### config.mk
export PLATFORM = sky130hd
export DESIGN_NAME = audio_i2s_tx
export DESIGN_NICKNAME = d
export VERILOG_FILES = /design/src/rtl/audio_pkg.sv /design/src/rtl/i2s_clk_gen.sv /design/src/rtl/audio_i2s_tx.sv
export SDC_FILE = /design/constraint.sdc
export NUM_CORES = 1
export LEC_CHECK = 0
export CAP_MARGIN = 40
export CORE_ASPECT_RATIO = 0.75
export CORE_MARGIN = 2
export CORE_UTILIZATION = 54
export DETAILED_ROUTE_END_ITERATION = 7
export PLACE_DENSITY = 0.76
export SLEW_MARGIN = 0
export SYNTH_ARGS = -nofsm -noshare
export SYNTH_HDL_FRONTEND = slang
export SYNTH_SLANG_ARGS = --single-unit
### constraint.sdc
create_clock -name rd_clk -period 2.1 [get_ports rd_clk]
set_input_delay 0.21 -clock rd_clk [delete_from_list [all_inputs] [get_ports rd_clk]]
set_output_delay 0.21 -clock rd_clk [all_outputs]
set_load 0.01 [all_outputs]
### src/rtl/audio_pkg.sv
// Shared constants, fetch FSM encoding and small arithmetic helpers for the
// audio playback path.
package audio_pkg;

    localparam int AUDIO_DATA_W    = 16;
    localparam int AUDIO_SLOT_BITS = 32;
    localparam int AUDIO_BCLK_DIV  = 4;

    typedef enum logic [1:0] {
        F_IDLE = 2'd0,
        F_REQ  = 2'd1,
        F_CAP  = 2'd2
    } fetch_state_t;

    function automatic logic [15:0] sat_inc16(input logic [15:0] v);
        if (v == 16'hFFFF) begin
            return v;
        end else begin
            return v + 16'd1;
        end
    endfunction

    // Frame bit driven on a falling BCLK: one-bit I2S delay, MSB first.
    function automatic logic [4:0] slot_bit_idx(input logic [4:0] bit_new);
        return 5'd31 - (bit_new - 5'd1);
    endfunction

endpackage

### src/rtl/i2s_clk_gen.sv
// BCLK/LRCK generator: divides rd_clk into BCLK, flags each falling BCLK
// edge and tracks the 32-bit slot position within the frame.
module i2s_clk_gen
    import audio_pkg::*;
#(
    parameter int BCLK_DIV = AUDIO_BCLK_DIV
) (
    input  logic       clk,
    input  logic       rst,
    output logic       bclk,
    output logic       lrck,
    output logic       fall,
    output logic [4:0] bit_cnt_next
);

    localparam int DIV_W = (BCLK_DIV > 1) ? $clog2(BCLK_DIV) : 1;

    logic [DIV_W-1:0] div_cnt_r;
    logic             bclk_r;
    logic             lrck_r;
    logic [4:0]       bit_cnt_r;
    logic             wrap_s;
    logic             fall_s;
    logic [4:0]       bit_next_s;

    // Divider wrap, falling-edge strobe and the slot position it will move to.
    always_comb begin
        wrap_s     = (div_cnt_r == DIV_W'(BCLK_DIV - 1));
        fall_s     = wrap_s & bclk_r;
        bit_next_s = bit_cnt_r + 5'd1;
    end

    // Divider, BCLK toggle and slot counter; LRCK follows the new slot's MSB.
    always_ff @(posedge clk) begin
        if (rst) begin
            div_cnt_r <= {DIV_W{1'b0}};
            bclk_r    <= 1'b0;
            lrck_r    <= 1'b0;
            bit_cnt_r <= 5'd31;
        end else begin
            if (wrap_s) begin
                div_cnt_r <= {DIV_W{1'b0}};
                bclk_r    <= ~bclk_r;
            end else begin
                div_cnt_r <= div_cnt_r + DIV_W'(1);
            end
            if (fall_s) begin
                bit_cnt_r <= bit_next_s;
                lrck_r    <= bit_next_s[4];
            end
        end
    end

    assign bclk         = bclk_r;
    assign lrck         = lrck_r;
    assign fall         = fall_s;
    assign bit_cnt_next = bit_next_s;

endmodule

### src/rtl/audio_i2s_tx.sv
// Mono-to-stereo Philips I2S transmitter fed from the audio buffer bank.
// Build option AUDIO_I2S_TX_HOLD_LAST_EN: repeat the last sample on underrun.
module audio_i2s_tx
    import audio_pkg::*;
#(
    parameter int BCLK_DIV = AUDIO_BCLK_DIV,
    parameter int DATA_W   = AUDIO_DATA_W
) (
    input  logic              rd_clk,
    input  logic              rd_rst,
    input  logic              play_en,
    input  logic              rd_empty,
    output logic              rd_en,
    input  logic [DATA_W-1:0] rd_data,
    output logic              i2s_bclk,
    output logic              i2s_lrck,
    output logic              i2s_sdata,
    output logic              underrun,
    output logic [15:0]       underrun_cnt
);

    // The 5-bit slot counter addresses a 32-bit frame, so DATA_W stays 16.
    localparam int FRAME_W = 2 * DATA_W;

    logic               fall_s;
    logic [4:0]         bit_next_s;
    logic               frame_start_s;
    logic               pop_slot_s;
    logic [4:0]         sd_idx_s;
    logic [FRAME_W-1:0] fill_s;

    fetch_state_t       state_r;
    fetch_state_t       state_next_s;
    logic [DATA_W-1:0]  next_sample_r;
    logic               next_valid_r;
    logic [FRAME_W-1:0] frame_sr_r;
    logic               sdata_r;
    logic               underrun_r;
    logic [15:0]        underrun_cnt_r;
`ifdef AUDIO_I2S_TX_HOLD_LAST_EN
    logic [DATA_W-1:0]  last_sample_r;
`endif

    i2s_clk_gen #(
        .BCLK_DIV (BCLK_DIV)
    ) u_clk_gen (
        .clk          (rd_clk),
        .rst          (rd_rst),
        .bclk         (i2s_bclk),
        .lrck         (i2s_lrck),
        .fall         (fall_s),
        .bit_cnt_next (bit_next_s)
    );

    // Frame events and the value loaded into the frame on an underrun.
    always_comb begin
        frame_start_s = fall_s && (bit_next_s == 5'd0);
        pop_slot_s    = fall_s && (bit_next_s == 5'd16);
        sd_idx_s      = slot_bit_idx(bit_next_s);
`ifdef AUDIO_I2S_TX_HOLD_LAST_EN
        fill_s        = {last_sample_r, last_sample_r};
`else
        fill_s        = {FRAME_W{1'b0}};
`endif
    end

    // Fetch FSM next state: at most one pop per frame, requested at mid-frame.
    always_comb begin
        state_next_s = state_r;
        case (state_r)
            F_IDLE: begin
                if (pop_slot_s && play_en && !rd_empty && !next_valid_r) begin
                    state_next_s = F_REQ;
                end else begin
                    state_next_s = F_IDLE;
                end
            end
            F_REQ:   state_next_s = F_CAP;
            F_CAP:   state_next_s = F_IDLE;
            default: state_next_s = F_IDLE;
        endcase
    end

    // Fetch FSM state register.
    always_ff @(posedge rd_clk) begin
        if (rd_rst) begin
            state_r <= F_IDLE;
        end else begin
            state_r <= state_next_s;
        end
    end

    // Gated by reset so an abandoned request never reaches the bank.
    assign rd_en = (state_r == F_REQ) && !rd_rst;

    // Prefetch buffer: filled from the bank, drained at each frame start.
    always_ff @(posedge rd_clk) begin
        if (rd_rst) begin
            next_sample_r <= {DATA_W{1'b0}};
            next_valid_r  <= 1'b0;
        end else if (state_r == F_CAP) begin
            next_sample_r <= rd_data;
            next_valid_r  <= 1'b1;
        end else if (frame_start_s) begin
            next_valid_r  <= 1'b0;
        end
    end

    // Frame shift source, serial data and underrun accounting.
    always_ff @(posedge rd_clk) begin
        if (rd_rst) begin
            frame_sr_r     <= {FRAME_W{1'b0}};
            sdata_r        <= 1'b0;
            underrun_r     <= 1'b0;
            underrun_cnt_r <= 16'd0;
`ifdef AUDIO_I2S_TX_HOLD_LAST_EN
            last_sample_r  <= {DATA_W{1'b0}};
`endif
        end else begin
            underrun_r <= frame_start_s && !next_valid_r && play_en;
            if (fall_s) begin
                sdata_r <= frame_sr_r[sd_idx_s];
            end
            if (frame_start_s) begin
                if (next_valid_r) begin
                    frame_sr_r    <= {next_sample_r, next_sample_r};
`ifdef AUDIO_I2S_TX_HOLD_LAST_EN
                    last_sample_r <= next_sample_r;
`endif
                end else if (play_en) begin
                    frame_sr_r     <= fill_s;
                    underrun_cnt_r <= sat_inc16(underrun_cnt_r);
                end else begin
                    frame_sr_r     <= {FRAME_W{1'b0}};
                end
            end
        end
    end

    assign i2s_sdata    = sdata_r;
    assign underrun     = underrun_r;
    assign underrun_cnt = underrun_cnt_r;

endmodule
* Word level (Yosys, flattened, before mapping)
Cells that the tools add are included.
** Operators by class
- $lt $le $gt $ge :: 1
- Shift-type cells :: 0
- Bitwise logic cells :: 4
- Mux-type cells :: 7
- Reduce and logical (&&, ||, !) cells :: 16
- Add/sub/neg operators :: 5
- Eq/ne operators :: 5
- $mul :: 0
- Div/mod/pow operators :: 0
** Operators with widths (number)
- 2-to-1 mux 32 bit :: 1
- adder 16 x 1 -> 16 bit, second input constant :: 1
- equality test 16 bit, second input constant :: 1
- logical AND 1 bit :: 8
- < comparator 5 x 6 -> 1 bit, second input constant :: 1
- adder 5 x 1 -> 5 bit, second input constant :: 1
- binary-select mux 1 bit (select 5 bit) :: 1
- equality test 5 bit, second input constant :: 1
- logical NOT 5 bit :: 1
- subtractor 5 x 1 -> 5 bit, second input constant :: 1
- subtractor 5 bit, first input constant :: 1
- equality test 2 bit, second input constant :: 2
- 2-to-1 mux 1 bit :: 4
- case mux 2 bit (2 select lines) :: 1
- AND reduction 4 bit :: 1
- logical NOT 1 bit :: 3
- NOT 1 bit :: 3
- adder 2 x 1 -> 2 bit, second input constant :: 1
- equality test 2 x 1 -> 1 bit, second input constant :: 1
- logical NOT 2 bit :: 1
- nonzero test 2 bit :: 1
- OR reduction 2 bit :: 1
- AND 1 bit :: 1
** Storage, ports and cells
- Input port bits :: 20
- Register bits after elaboration :: 78
- Latch bits :: 0
- Memory bits (read-only) :: 0
- Memories kept :: 0
- Bits in writable memories :: 0
- Output and inout port bits :: 21

* Longest topological paths before layout
Gate-level depths: netlist of the first run.
- Depth after elaboration :: 8
- Mapped depth :: 8
- Gate-level depth less buffers :: 6

* Hierarchy
A second synthesis of the first run with hierarchy kept.
** Second synthesis, totals
- Cell total of the unflattened synthesis :: 313
- Area, all modules :: 2703.8 um2
** Modules (own cells, without submodules)
- audio_i2s_tx :: cells each 273, instances 1, area each 2329.7 um2
- i2s_clk_gen :: cells each 40, instances 1, area each 374.1 um2

* Least setup slack after synthesis of the first run
OpenSTA, ideal clock, no wires.
- Path type :: flip-flop to flip-flop
- From :: register u_clk_gen.bit_cnt_r[0]
- To :: register underrun_cnt_r[10], in the netlist underrun_cnt[10]
- Setup slack :: 254 ps
- Required time :: 1968 ps
- Library setup time :: 132 ps
- Data arrival time :: 1714 ps
- Cell stages (with the launch flop) :: 9
- Cell sequence :: dfxtp_1 > ha_1 > nand3_2 > xor2_4 > nand3_4 > buf_6 > buf_2 > o31ai_1 > a21oi_1
** Between the ends
- Longest elaborated chain between the ends :: 4
** Ends and longest elaborated chain
- from (decl) :: line i2s_clk_gen.sv:21 : logic [4:0] bit_cnt_r;
- from (signal assigned) :: line i2s_clk_gen.sv:48 : bit_cnt_r <= bit_next_s;
- adder 5 x 1 -> 5 bit :: line i2s_clk_gen.sv:30 : bit_next_s = bit_cnt_r + 5'd1;
- logical NOT 5 bit :: line audio_i2s_tx.sv:57 : frame_start_s = fall_s && (bit_next_s == 5'd0);
- logical AND 1 bit :: line audio_i2s_tx.sv:57
- AND reduction 4 bit (no line)
- to (signal assigned) :: line audio_i2s_tx.sv:132 : underrun_cnt_r <= sat_inc16(underrun_cnt_r);
- to (decl) :: line audio_i2s_tx.sv:39 : logic [15:0] underrun_cnt_r;
No other way between the ends.
A chain may end at the register's enable or synchronous reset.

* Worst setup path after layout of the first run
- From :: register u_clk_gen.bit_cnt_r[0]
- To :: register underrun_cnt_r[9], in the netlist underrun_cnt[9]
The elaborated chain is that of the path after synthesis.

==> results.txt, run 1 <==
critical path's top delay family: simple AND/OR/NAND/NOR gates
DP Wirelength: 4460 um
Worst-path clk slew: 0.07 ns
Max stage delay on crit path: 0.51 ns
Placed Cells: 427
DRT iter0 DRCs: 176
Filler Cells Inserted: 417
status: finished, final reports clean
die extent in x: 87.2 um
die height: 66.4 um
clock sink total: 62
Final nets: 403
actual slew at the worst max-slew pin: 0.629 ns
Peak VDD IR: 0.000477 V
DRC: 0
H-tree levels: 3
GPL Wtd Cong: 0.853
largest net degree at the start of global routing: 43
WHS: 0.412 ns
starting density of the core: 0.566
row count: 22
total iterations of the first detailed-routing run: 5
Pwr Density: 667 nW/um2
Yosys reg bits: 62
Worst setup EP type: register
sequential-to-total area share from yosys stat: 0.442
Total Routing Usage GR: 0.234
max_slew headroom: 0.580
Final Setup Violations: 0
min cycle time layout: 1.98 ns
Diodes inserted: 0
Post-Syn Area: 2810 um2
ys async rst share: 0
number of enable flip-flop cells after synthesis: 0
Clock Latency Late Sink: 0.34 ns
period utilization: 0.943
Final Non-Filler Cells: 445
I/O Pins: 41
Worst path slowest cell: or4b_1
I/O Buffers: 40
net count after synthesis: 357
Syn-to-layout area delta: 26.0%
Max Cap Violations: 0
Setup crit start kind: register
Clock Tree Buf Depth: 2
initial antenna violation count: 0
first-pass GRT wire length: 10600 um
Bufs and invs on worst path: 1
share of layout cells above drive strength 1: 0.117
clk_skew: 0.00733 ns
ys flop type: dfxtp_1
Routed WL: 6610 um
Final Max Slew Viols: 0
DP Area: 3290 um2
Worst EP arrival: 2.25 ns
Post-Syn Instances: 334
RSZ-0062 raised after global routing: false
worst hold path class: primary input to register
crit-path max FO: 5
setup_tns: 0 ns
Critical Path RT: 2.37 ns
Num CTS Buffers: 9
sequence of cells on the critical path: ha_4 > nand3_4 > xor2_4 > buf_4 > nand4_2 > or4b_1 > a21oi_1
number of global-route vias before repair: 2289
drt via density: 5.86
Routed Antenna Nets: 0
fmax: 505 MHz
Die Area: 5800 um2
final-report hold violation count: 0
grt total ovfl: 0
synth unique cells: 52
hold_buf cts: 0
P_leak: 1.19 nW
CTS tree: built
via count: 2609
Ys Warns: 0
per-cell routed wire length: 14.9 um
Crit Path Class: register to register
final instance area: 3540 um2
Root Buffer Master: clkbuf_8
Mean Syn Cell Area: 8.40 um2
Core ar.: 4950 um2
[layer usage]
metal  wire (um)  GRT usage  vias up
met5           0          0        -
met4         106     0.0885        0
met3         422     0.0612       14
met2        2900      0.355      100
met1        3180      0.319     1211
li1            -          -     1284
[tightest hold or removal path: cells and delay by family]
family / cells / cell delay [ns]
compound gates: 1 / 0.05
buf+inv: 1 / 0.39
simple gates: 1 / 0.05
[cells by family after synthesis]
family	count (synthesis)	share of synthesized area
xor+xnor	4	0.0192
buf+inv	25	0.0383
compound gates	79	0.164
mux	8	0.0294
fa+ha+maj	3	0.0134
simple gates	153	0.293
flops	62	0.442
[worst paths after layout]
| path | to | cells after the start | slack [ns] | start |
|---|---|---|---|---|
| worst max-delay path | underrun_cnt[9] | 7 | 0.12 | u_clk_gen.bit_cnt_r[0] |
| worst min-delay path | next_sample_r[8] | 3 | 0.41 | rd_data[8] |
| worst max register to register | underrun_cnt[9] | 7 | 0.12 | u_clk_gen.bit_cnt_r[0] |
| worst min register to register | u_clk_gen.div_cnt_r[0] | 1 | 0.43 | u_clk_gen.div_cnt_r[0] |
[registers in the layout, summed over array words and instances (netlist names)]
register	cells
frame_sr_r	16
next_sample_r	16
underrun_cnt	16
u_clk_gen.bit_cnt_r	5
state_r	2
u_clk_gen.div_cnt_r	2
i2s_sdata	1
next_valid_r	1
u_clk_gen.bclk	1
u_clk_gen.lrck	1
underrun	1
[through the flow]
stage / utilization / setup slack (ns) / power (mW)
after floorplan: - / 0.254 / 1.26
after global placement: 0.665 / 0.104 / 1.31
after detailed placement: 0.665 / 0.0394 / 1.32
after CTS: 0.706 / 0.0761 / 2.38
after global routing: 0.714 / 0.00828 / 2.44
final: 0.714 / 0.120 / 2.36
[cell usage in the layout (no fill, tap or decap), types with 5 or more instances in the layout]
cell type / netlist / routed
dfxtp_1: 62 / 61
nand2_1: 58 / 58
a21oi_1: 47 / 47
clkdlybuf4s50_1: 0 / 39
nand3_1: 26 / 26
buf_4: 0 / 16
o21ai_0: 13 / 13
clkbuf_8: 0 / 9
nor2_1: 8 / 8
and3_1: 7 / 7
mux2i_1: 6 / 6
or3_1: 6 / 6
and4_1: 5 / 5
and2_1: 5 / 5
nand2b_1: 5 / 5
[synthesized netlist by cell type (2+ instances only)]
library cell / n / share of area
a211oi_1: 2 / 0.0053
ha_1: 3 / 0.013
nand4b_1: 3 / 0.0094
and4_1: 5 / 0.016
buf_1: 3 / 0.0040
nor4_1: 3 / 0.0067
and2_1: 5 / 0.011
mux2i_1: 6 / 0.021
and4b_1: 2 / 0.0071
inv_1: 3 / 0.0040
dfxtp_1: 62 / 0.44
nor3_1: 4 / 0.0071
o31a_1: 2 / 0.0062
clkbuf_1: 13 / 0.017
or4_1: 4 / 0.011
a22oi_1: 2 / 0.0053
nand2b_1: 5 / 0.011
or3_1: 6 / 0.013
xnor2_1: 3 / 0.0094
o21ai_0: 13 / 0.023
buf_2: 4 / 0.0071
a21oi_1: 47 / 0.084
nand4_1: 2 / 0.0045
nor2_1: 8 / 0.011
nor3b_1: 3 / 0.0080
nand2_1: 58 / 0.078
mux2_2: 2 / 0.0080
o31ai_1: 4 / 0.011
and3_1: 7 / 0.016
nor2b_1: 3 / 0.0067
nand3_1: 26 / 0.046
[power breakdown]
| part | internal (mW) | total (mW) | switching [mW] |
|---|---|---|---|
| Sequential | 1.18 | 1.19 | 0.00563 |
| Clock | 0.561 | 1.07 | 0.505 |
| Combinational | 0.0573 | 0.105 | 0.0478 |
| Total | 1.80 | 2.36 | 0.558 |
[final cells by class]
type / count / area, um2 / share of cell area
clock inverters: 7 / 81.3 / 0.0230
well taps: 60 / 75.1 / 0.0212
repair buffers: 56 / 515 / 0.146
flip-flops and latches: 62 / 1240 / 0.351
clock buffers: 9 / 124 / 0.0350
inverters: 3 / 11.3 / 0.00318
multi-input cells: 248 / 1490 / 0.421
[what timing repair did]
action,CTS,global route
setup buffers,0,1
resized for setup,0,4
endpoints found under the setup margin,0,5
Power figures use the tool's default switching activity.
==> run 2, diff against run 1 <==
--- a/config.mk
+++ b/config.mk
@@ -6,7 +6,6 @@
 export NUM_CORES = 1
 export LEC_CHECK = 0
 export CAP_MARGIN = 40
-export CORE_ASPECT_RATIO = 0.75
 export CORE_MARGIN = 2
 export CORE_UTILIZATION = 54
 export DETAILED_ROUTE_END_ITERATION = 7
==> run 2 against run 1 <==
  * Register-to-register slack gained 0.02 ns
  * Global-route usage down 0.67 points
  * Largest power group unchanged
  * Die area decreased by 0.10%
  * Maximum frequency up 1.2%
  * Via count decreased by 2.7%
  * Sequential power is essentially flat
  * Critical path type unchanged
  * Highest routed layer unchanged
==> results.txt, run 2 (synthesis gave the netlist of run 1 again) <==
Worst EP arrival: 2.19 ns (-0.06 ns)
Diodes inserted: 0 (unchanged)
Num CTS Buffers: 9 (unchanged)
grt total ovfl: 0 (unchanged)
max_slew headroom: 0.610 (+0.0296)
most frequent cells in the layout: 62 x dfxtp_1, 58 x nand2_1, 47 x a21oi_1
FF/Latch Area: 1240 um2 (-0.10%)
final-report hold violation count: 0 (unchanged)
worst hold path class: primary input to register
Core ar.: 5070 um2 (+2.4%)
starting density of the core: 0.553 (-0.0134)
per-cell routed wire length: 13.5 um (-9.3%)
Clock Latency Late Sink: 0.34 ns (about the same)
Pwr Density: 632 nW/um2 (-5.2%)
initial antenna violation count: 0 (unchanged)
P_leak: 1.19 nW (-0.19%)
hold path start: rd_rst
setup_tns: 0 ns (unchanged)
Max stage delay on crit path: 0.34 ns (-0.17 ns)
I/O Buffers: 40 (unchanged)
Crit Path Class: register to register
via count: 2539 (-2.7%)
drt via density: 5.57 (-5.0%)
first-pass GRT wire length: 10800 um (+1.9%)
crit path from: u_clk_gen.bit_cnt_r[0]
Final nets: 405 (+0.50%)
total iterations of the first detailed-routing run: 4 (-1)
DRC: 0 (unchanged)
DRT iter0 DRCs: 158 (-10%)
min cycle time layout: 1.96 ns (-0.0227 ns)
Worst setup EP type: register
fmax: 511 MHz (+1.2%)
Worst-path clk slew: 0.07 ns (about the same)
die extent in x: 76.1 um (-13%)
GPL Wtd Cong: 0.887 (+4.0%)
Final Max Slew Viols: 0 (unchanged)
Worst path slowest cell: dfxtp_1
Root Buffer Master: clkbuf_8
CTS tree: built
Syn-to-layout area delta: 25.1%
Filler Cells Inserted: 441 (+5.8%)
Setup Slack @ Placement: 0.0727 ns (+0.0333 ns)
crit-path max FO: 11 (+6)
RSZ-0062 raised after global routing: false
status: finished, final reports clean
clock sink total: 62 (unchanged)
Critical Path RT: 2.34 ns (-0.03 ns)
Routed Antenna Nets: 0 (unchanged)
Max Cap Violations: 0 (unchanged)
I/O Pins: 41 (unchanged)
DP Wirelength: 4210 um (-5.5%)
area occupied by multi-input gates: 1460 um2 (-1.9%)
row count: 26 (+18%)
Clock Tree Buf Depth: 2 (unchanged)
Total Routing Usage GR: 0.227 (-0.00669)
sequence of cells on the critical path: ha_2 > nand3_2 > xor2_4 > nand3_4 > buf_4 > o31a_1 > o21ba_1
Routed WL: 6140 um (-7.0%)
Final Setup Violations: 0 (unchanged)
share of layout cells above drive strength 1: 0.117 (-0.000303)
commonest non-fill, non-tap cell in the layout: dfxtp_1
period utilization: 0.932 (-0.0108)
number of global-route vias before repair: 2352 (+2.8%)
Peak VDD IR: 0.000425 V (-11%)
actual slew at the worst max-slew pin: 0.585 ns (-0.0443 ns)
PnR worst setup slack: 0.143 ns (+0.0227 ns)
die height: 76.1 um (+15%)
launching point of the worst reg2reg path: u_clk_gen.bit_cnt_r[0]
H-tree levels: 3 (unchanged)
Die Area: 5790 um2 (-0.10%)
largest net degree at the start of global routing: 35 (-19%)
clk_skew: 0.00762 ns (+0.000289 ns)
Setup crit start kind: register
run 2: changes by cell type in the layout (fill, tap and decap cells not counted), sizes merged:
cell    before  now
clkbuf       9   11
inv          5    3
bufinv       1    0
nand3       29   28
buf         17   20
run 2: power breakdown:
| group | switching, mW | total (mW) | internal (mW) |
|---|---|---|---|
| Sequential | 0.00591 | 1.19 | 1.18 |
| Combinational | 0.0458 | 0.102 | 0.0563 |
| Clock | 0.450 | 0.929 | 0.479 |
run 2: per-stage QoR:
step	hold slack, ns	utilization	cells	cell area, um2	power [mW]
2_1_floorplan	0.346	-	334	2810	1.26
3_3_place_gp	0.415	0.650	436	3300	1.31
3_5_place_dp	0.433	0.650	436	3300	1.32
4_1_cts	0.384	0.684	451	3470	2.23
5_1_grt	0.406	0.692	456	3510	2.30
6_report	0.390	0.692	456	3510	2.22
run 2: area by class of cell:
type                            count  area share
Clock buffer                       11      0.0431
Clock inverter                      4     0.00641
Inverter                            3     0.00321
Multi-Input combinational cell    247       0.416
Sequential cell                    62       0.353
Tap cell                           70      0.0249
Timing Repair Buffer               59       0.153
run 2: worst paths after layout:
path / depth (start not counted) / slack (ns) / end
min reg2reg: 1 / 0.44 / u_clk_gen.div_cnt_r[0]
max reg2reg: 7 / 0.14 / underrun_cnt[5]
max: 7 / 0.14 / underrun_cnt[5]
min: 3 / 0.39 / next_valid_r
run 2: worst max-delay path: cells and delay by family, from the launching register on:
kind            cells  cell delay [ns]
compound gates      2             0.46
buf+inv             1             0.19
xor+xnor            1             0.31
fa+ha+maj           1             0.22
simple gates        2             0.33
flops               1             0.34
run 2: routing by layer:
layer  vias up  part of all wire  track usage
met5         -                 0            0
met3        12             0.031       0.0486
met2        49              0.49        0.374
met1      1191              0.45        0.284
met4         0             0.025        0.113
li1       1287                 -            -
run 2: what timing repair did:
action | CTS | global route
setup endpoints to repair | 0 | 5
resized for setup | 0 | 1
hold endpoints to repair | 0 | 0
hold buffers | 0 | 0
buffers inserted | 0 | 5
